## src/rtl/apb_uart_master.sv

```systemverilog
// apb_uart_master: APB initiator that configures a UART slave and then polls it,
// bridging valid/ready byte streams to the UART TX/RX data registers.
module apb_uart_master #(
  parameter logic [12:0] BAUD_VALUE = 13'd0,
  parameter bit          BIT8       = 1'b1,
  parameter bit          PARITY_EN  = 1'b0,
  parameter bit          ODD_N_EVEN = 1'b0,
  parameter bit          FRCTN_EN   = 1'b0,
  parameter logic [2:0]  BAUD_FRCTN = 3'd0,
  parameter int          POLL_GAP   = 4
) (
  input  logic       PCLK,
  input  logic       PRESET,
  output logic [4:0] PADDR,
  output logic       PSEL,
  output logic       PENABLE,
  output logic       PWRITE,
  output logic [7:0] PWDATA,
  input  logic [7:0] PRDATA,
  input  logic       PREADY,
  input  logic       PSLVERR,
  input  logic       tx_valid,
  input  logic [7:0] tx_data,
  output logic       tx_ready,
  output logic       rx_valid,
  output logic [7:0] rx_data,
  input  logic       rx_ready,
  output logic [3:0] err_flags,
  input  logic       err_clr,
  output logic       init_done
);
  typedef enum logic [2:0] {INIT_BAUD, INIT_CTRL, INIT_FRAC, POLL, DECIDE, RX_RD, TX_WR, GAP} state_t;
  typedef enum logic [1:0] {PH_IDLE, PH_SETUP, PH_ACCESS} phase_t;
  localparam logic [7:0] GAP_LAST = 8'(POLL_GAP - 1);
  state_t     state_q, state_d;
  phase_t     phase_q, phase_d;
  logic [7:0] gap_q, gap_d;
  logic [1:0] status_q, status_d;
  logic       tx_full_q, tx_full_d;
  logic [7:0] tx_hold_q, tx_hold_d;
  logic       rx_valid_q, rx_valid_d;
  logic [7:0] rx_data_q, rx_data_d;
  logic [3:0] err_q, err_d;
  logic       init_done_q, init_done_d;
  logic       xfer_st, done, rx_go, tx_go, poll_done;
  assign xfer_st   = state_q inside {INIT_BAUD, INIT_CTRL, INIT_FRAC, POLL, RX_RD, TX_WR};
  assign done      = phase_q == PH_ACCESS && PREADY;
  assign poll_done = state_q == POLL && done;
  assign rx_go     = status_q[1] && !rx_valid_q;
  assign tx_go     = status_q[0] && tx_full_q;
  assign tx_ready  = init_done_q && !tx_full_q;
  assign rx_valid  = rx_valid_q;
  assign rx_data   = rx_data_q;
  assign err_flags = err_q;
  assign init_done = init_done_q;
  always_ff @(posedge PCLK or posedge PRESET) begin
    if (PRESET) begin
      state_q     <= INIT_BAUD;
      phase_q     <= PH_IDLE;
      gap_q       <= '0;
      status_q    <= '0;
      tx_full_q   <= 1'b0;
      tx_hold_q   <= '0;
      rx_valid_q  <= 1'b0;
      rx_data_q   <= '0;
      err_q       <= '0;
      init_done_q <= 1'b0;
    end else begin
      state_q     <= state_d;
      phase_q     <= phase_d;
      gap_q       <= gap_d;
      status_q    <= status_d;
      tx_full_q   <= tx_full_d;
      tx_hold_q   <= tx_hold_d;
      rx_valid_q  <= rx_valid_d;
      rx_data_q   <= rx_data_d;
      err_q       <= err_d;
      init_done_q <= init_done_d;
    end
  end
  // Every access state walks idle -> setup -> access, so each transfer is followed by a bus-idle cycle.
  always_comb begin
    state_d = state_q;
    gap_d   = gap_q;
    phase_d = !xfer_st ? PH_IDLE : phase_q == PH_IDLE ? PH_SETUP : phase_q == PH_SETUP ? PH_ACCESS :
              done ? PH_IDLE : PH_ACCESS;
    case (state_q)
      INIT_BAUD: state_d = done ? INIT_CTRL : state_q;
      INIT_CTRL: state_d = done ? (FRCTN_EN ? INIT_FRAC : POLL) : state_q;
      INIT_FRAC: state_d = done ? POLL : state_q;
      POLL:      state_d = done ? DECIDE : state_q;
      DECIDE: begin
        state_d = rx_go ? RX_RD : tx_go ? TX_WR : POLL_GAP == 0 ? POLL : GAP;
        gap_d   = '0;
      end
      RX_RD, TX_WR: state_d = done ? POLL : state_q;
      GAP: begin
        gap_d   = gap_q + 8'd1;
        state_d = gap_q == GAP_LAST ? POLL : GAP;
      end
      default: state_d = INIT_BAUD;
    endcase
  end
  always_comb begin
    PSEL    = xfer_st && phase_q != PH_IDLE;
    PENABLE = PSEL && phase_q == PH_ACCESS;
    PWRITE  = PSEL && state_q inside {INIT_BAUD, INIT_CTRL, INIT_FRAC, TX_WR};
    PADDR   = !PSEL ? 5'h00 : state_q == INIT_BAUD ? 5'h08 : state_q == INIT_CTRL ? 5'h0C :
              state_q == INIT_FRAC ? 5'h14 : state_q == POLL ? 5'h10 : state_q == RX_RD ? 5'h04 : 5'h00;
    PWDATA  = !PWRITE ? 8'h00 : state_q == INIT_BAUD ? BAUD_VALUE[7:0] :
              state_q == INIT_CTRL ? {BAUD_VALUE[12:8], ODD_N_EVEN, PARITY_EN, BIT8} :
              state_q == INIT_FRAC ? {5'd0, BAUD_FRCTN} : tx_hold_q;
  end
  // A failed TX write still frees the holding register; the byte is dropped.
  always_comb begin
    tx_full_d   = (tx_valid && tx_ready) ? 1'b1 : (state_q == TX_WR && done) ? 1'b0 : tx_full_q;
    tx_hold_d   = (tx_valid && tx_ready) ? tx_data : tx_hold_q;
    rx_valid_d  = (state_q == RX_RD && done) ? 1'b1 : (rx_valid_q && rx_ready) ? 1'b0 : rx_valid_q;
    rx_data_d   = (state_q == RX_RD && done) ? PRDATA : rx_data_q;
    status_d    = poll_done ? PRDATA[1:0] : status_q;
    err_d       = (err_clr ? 4'd0 : err_q) | {done && PSLVERR, poll_done ? PRDATA[4:2] : 3'd0};
    init_done_d = init_done_q | (done && (state_q == INIT_FRAC || (state_q == INIT_CTRL && !FRCTN_EN)));
  end
endmodule
```

## config.mk

```make
export PLATFORM = sky130hd
export DESIGN_NAME = apb_uart_master
export DESIGN_NICKNAME = d
export VERILOG_FILES = /design/src/rtl/apb_uart_master.sv
export SDC_FILE = /design/constraint.sdc
export NUM_CORES = 1
export LEC_CHECK = 0
export CAP_MARGIN = 25
export CORE_AREA = 8 8 78 80
export CTS_BUF_LIST = sky130_fd_sc_hd__clkbuf_16
export DETAILED_ROUTE_END_ITERATION = 10
export DIE_AREA = 0 0 86 88
export PLACE_DENSITY_LB_ADDON = 0.05
export SYNTH_ARGS = -nofsm -noshare
export SYNTH_HDL_FRONTEND = slang
export SYNTH_SLANG_ARGS = --single-unit
```

## constraint.sdc

```tcl
create_clock -name PCLK -period 1.4 [get_ports PCLK]
set_input_delay 0.28 -clock PCLK [delete_from_list [all_inputs] [get_ports PCLK]]
set_output_delay 0.28 -clock PCLK [all_outputs]
set_load 0.02 [all_outputs]
```

; Yosys cells after proc, flatten, opt, wreduce, memory -nomap -nowiden
; Cells that the tools add are included.
[op_classes]
addsub = 1
n_eq_ne = 13
muxes = 28
n_bitwise = 2
n_reduce_logical = 27
[ops]
columns = cell, n
row1 = $mux 8, 4
row2 = $mux 5, 5
row3 = $mux 3, 6
row4 = $pmux 8 s2, 1
row5 = $pmux 3 s5, 1
row6 = $logic_and 1x1->1, 14
row7 = $eq 3x3->1 const B, 4
row8 = $mux 2, 5
row9 = $add 8x1->8 const B, 1
row10 = $eq 8x2->1 const B, 1
row11 = $reduce_bool 2->1, 4
row12 = $eq 3x2->1 const B, 2
row13 = $reduce_bool 6->1, 1
row14 = $mux 1, 5
row15 = $mux 4, 1
row16 = $ne 2x2->1 const B, 2
row17 = $or 4x4->4, 1
row18 = $reduce_bool 4->1, 1
row19 = $reduce_or 4->1, 1
row20 = $eq 3x1->1 const B, 1
row21 = $logic_not 3->1, 1
row22 = $reduce_and 3->1, 1
row23 = $eq 2x1->1 const B, 1
row24 = $eq 2x2->1 const B, 1
row25 = 5 further kinds, 6
[totals]
regBits = 38
inputBits = 23
output_inout_bits = 31
elab_cells = 81

; Depth between registers and ports, before layout
[logic_depth]
depth_word = 7
depth_mapped = 5
ltp_nobuf = 4

; Worst setup path after synthesis
; OpenSTA, ideal clock, no wires.
[synth_path]
path_type = register -> output
start = register state_q[1]
end = output port PENABLE
t_arrival_ns = 1.503
required_time_ns = 1.120
path_slack_ns = -0.383
stages_incl_launch_ff = 6
n_path_buf = 2
path_cell_list = dfrtp_1 -> buf_2 -> xnor2_1 -> and2_0 -> buf_2 -> nor3b_1
[synth_via]
elab_chain_len = 4
elab_cells_between_ends = 9
cone_classes = eq/ne: 5 / reduce/logical: 4
[synth_lines]
columns = item, line_no
row1 = start: declaration, 35  ; state_t state_q, state_d;
row2 = start signal: assignment, 69  ; state_q <= state_d;
row3 = "$eq 3x1->1, or another cell as far along", 46  ; assign xfer_st = state_q inside {INIT_BAUD, INIT_CTRL, INIT_FRAC, POLL, RX_RD, TX_WR};
row4 = $reduce_bool 6->1 *, 46
row5 = $logic_and 1x1->1 *, 105  ; PSEL = xfer_st && phase_q != PH_IDLE;
row6 = $logic_and 1x1->1 *, 106  ; PENABLE = PSEL && phase_q == PH_ACCESS;
row7 = end: declaration, 16  ; output logic PENABLE,
; Mark *: on every way between the ends. The rest lies on a longest branch, timed or not.

; Worst setup path in the final report
[layout_path]
start = register state_q[0]
end = output port PWDATA[0]
[layout_via]
elab_chain_len = 5
elab_cells_between_ends = 14
cone_classes = eq/ne: 5 / mux: 4 / reduce/logical: 5
[layout_lines]
columns = item, line_no
row1 = "$eq 3x2->1, or another cell as far along", "46, 107, 112"
row2 = $mux 8 or $reduce_bool 6->1 (tied branches), "112, 46"
row3 = $mux 8 or $logic_and 1x1->1 (tied branches), "111, 105"
row4 = $mux 8 or $logic_and 1x1->1 (tied branches), "110, 107"
row5 = $mux 8 *, 110  ; PWDATA = !PWRITE ? 8'h00 : state_q == INIT_BAUD ? BAUD_VALUE[7:0] :
row6 = end: declaration, 18  ; output logic [7:0] PWDATA,
; Marked as above.

==> flow_summary.ini <==
[run_status]
status = complete, but fails checks
violations = negative setup slack

[critical_path]
required_ps = 1120
r2r.worst_path.cells = 6
crit_cells = 5
critical_path.startpoint = state_q[0]
rr_startpoint = state_q[1]
critical_path_sink_type = output pin
critical_path_class = reg -> out
timing.critical_path.cells = nand3b_1 -> buf_4 -> o22a_1 -> nor2_4 -> buf_6
max_stage_delay_ps = 420
cp-start-kind = register
critical-path-top-delay-family = flip-flops
critPathArrivalTime_ps = 1540
worstPathMaxFanout = 4
cp_slowest_cell = dfrtp_2
worstPathBufferInverterCount = 2

[route]
number_of_search_and_repair_iterations_in_the_first_detailed_routing_pass = 4
drt.antenna.violating_nets = 0
wl_met2_um = 2767
remaining_drc_errors = 0
initialDrtViolationCount = 78
topmost_layer_with_routed_signal_wires = met4
routed-via-count = 1657
drt-vias-per-instance = 4.976
routed_metal_1_wirelength_um = 2240
met3WireLength_um = 330
drt_wl_total_um = 5403
post_drt_wl_per_cell_um = 16.23

[grt]
first_pass_grt_wire_length_um = 8521
initial_antenna_violation_count = 0
grt.overflow.total = 0
grt_max_degree = 31
via_count_of_the_first_global_routing_pass = 1755
grt_usage = 0.1423

[synthesis]
synth-edff-count = 0
compound_gate_fraction_of_synth_area = 0.1216
syn_area_mm2 = 0.001904
ys_dominant_reg_cell = dfrtp_1
ys_ff_latch = 38
syn_area_per_cell_um2 = 11.61
synth.distinct_cells = 47
post_synth_xor_area_fraction = 0.004599
synthSimpleGateAreaFrac = 0.1610
yosysSeqAreaShare = 0.4993
yosys_warnings = 0
ys_async_sr_fraction = 1.000
number_of_standard_cells_after_synthesis = 164
synth_top_family_by_area = simple AND/OR/NAND/NOR gates
synth_fa_ha_area_frac = 0.006570
muxShareOfSynthArea = 0.1485

[timing]
hold_slack_ps = 362.0
setup_viol = 31
slew_violations = 0
setup_total_negative_slack_ps = -6682
max_clock_freq_mhz = 550.1
finClkSkew_ps = 3.938
final_hold_viol_count = 0
post-route-worst-setup-slack_ps = -417.9
unrepaired_setup_endpoints_after_global_routing = yes
period_needed_ps = 1818
min_period_over_period = 1.299

[clock_tree]
root_buffer = clkbuf_16
clock_latency_late_sink_ps = 280
clk_pin_slew_worst_paths_ps = 50
cts_tree = built
htreeDepth = 2
numClockSinks = 38
cts_buffers = 5
clock_path_buffers = 2
hold_buffers = 0

[layout]
multi_input_area_mm2 = 0.001049
drive_gt1_frac = 0.4753
finished_cell_area_mm2 = 0.003216
layout.area.seq_um2 = 954.7
finalNetCount = 287
final.fill_count = 374
layoutNonFillerInstCount = 333
final_util = 0.6546
n_antenna_cell = 0
area_growth_syn_to_layout_pct = 68.86

[placed_design]
dp_hpwl_um = 3802
gpl.final_weighted_congestion = 0.7455
portBuffers = 51
place.detailed.instances = 305
place_worst_setup_slack_ps = -613.4
placed_area_mm2 = 0.002755

[die]
pin_count = 54
placeableCoreArea_mm2 = 0.004912
floorplan.die_area_mm2 = 0.007568
floorplan.die.height_um = 88
num_rows = 26
starting_density = 0.3877
floorplan.die.width_um = 86

[power_and_ir_drop]
powerDensity_mw_per_mm2 = 1843
power_mw = 5.926
irDropWorstVdd_mv = 1.706
static-leakage-power_nw = 1.573

[job]
max_cap_viol_count = 0

[worst_hold_path]
timing.hold.worst.class = in -> async
==> where the power goes <==
part	internal [mW]	switching, mW
logic	1.84	1.42
registers	1.41	0.236
clock network	0.636	0.397
==> cells in the mapped netlist, types with 4 or more instances <==
cell / number / area share
a21o_1: 4 / 0.016
a22o_1: 5 / 0.023
and2_1: 8 / 0.026
buf_2: 5 / 0.013
dfrtp_1: 38 / 0.50
inv_1: 8 / 0.016
mux2_2: 10 / 0.059
mux2_4: 10 / 0.079
nand2_1: 6 / 0.012
nand2b_1: 4 / 0.013
nor2_1: 5 / 0.0099
nor3_1: 5 / 0.013
o21ai_0: 5 / 0.013
==> registers in the layout, summed over array words and instances, names as in the netlist <==
name       flops
tx_full_q      1
status_q       2
err_flags      4
init_done      1
phase_q        2
gap_q          8
state_q        3
tx_hold_q      8
rx_valid       1
rx_data        8
==> per-layer routing <==
layer  vias up  global-route usage
met5         -                   0
met4         0             0.06210
met3         6             0.03940
met2        47              0.2358
met1       817              0.1686
li1        787                   -
==> kinds of logic after synthesis <==
kind of cell	count (synthesis)
compound gates	31
xor+xnor	1
fa+ha+maj	1
mux	22
other cells	1
buf+inv	19
flops	38
simple gates	51
==> worst min-delay path, stage by stage <==
cell and delay, ps:
clkdlybuf4s50_1 400, inv_1 110, buf_4 190
==> worst paths after layout <==
check,to,slack [ps]
worst min register to register,rx_data[0],500
min in group PCLK,rx_data[0],500
max in group asynchronous,state_q[1],860
worst max-delay path,PWDATA[0],-420
worst max register to register,rx_data[2],-230
worst min-delay path,tx_hold_q[5],360
==> area by class of cell <==
type / count / share of cell area
inverter: 8 / 0.009339
multi-input combinational: 109 / 0.3261
sequential: 38 / 0.2969
timing repair buffer: 101 / 0.2992
clock inverter: 2 / 0.002335
tap: 70 / 0.02724
clock buffer: 5 / 0.03891
==> placed cells by master, fill, tap and decap left out, types with 3 or more instances in the layout <==
master	instances
inv_1	10
buf_6	27
clkdlybuf4s50_1	22
nor2b_4	3
clkbuf_16	5
nor2_4	4
dlygate4sd2_1	13
mux2_4	11
o211ai_1	3
and2_4	8
buf_4	35
nand2_1	6
a21o_1	4
a22o_1	5
and3_4	3
mux2_2	9
dfrtp_2	3
nor3_1	4
dfrtp_1	35
o21ai_0	4
==> timing repair <==
action / 4_1_cts / 5_1_grt
buffers inserted: 16 / 7
gates resized for setup: 122 / 22
cloned: 1 / 0
pin swaps: 13 / 13
setup endpoints to repair: 47 / 36
Power figures use the tool's default switching activity.
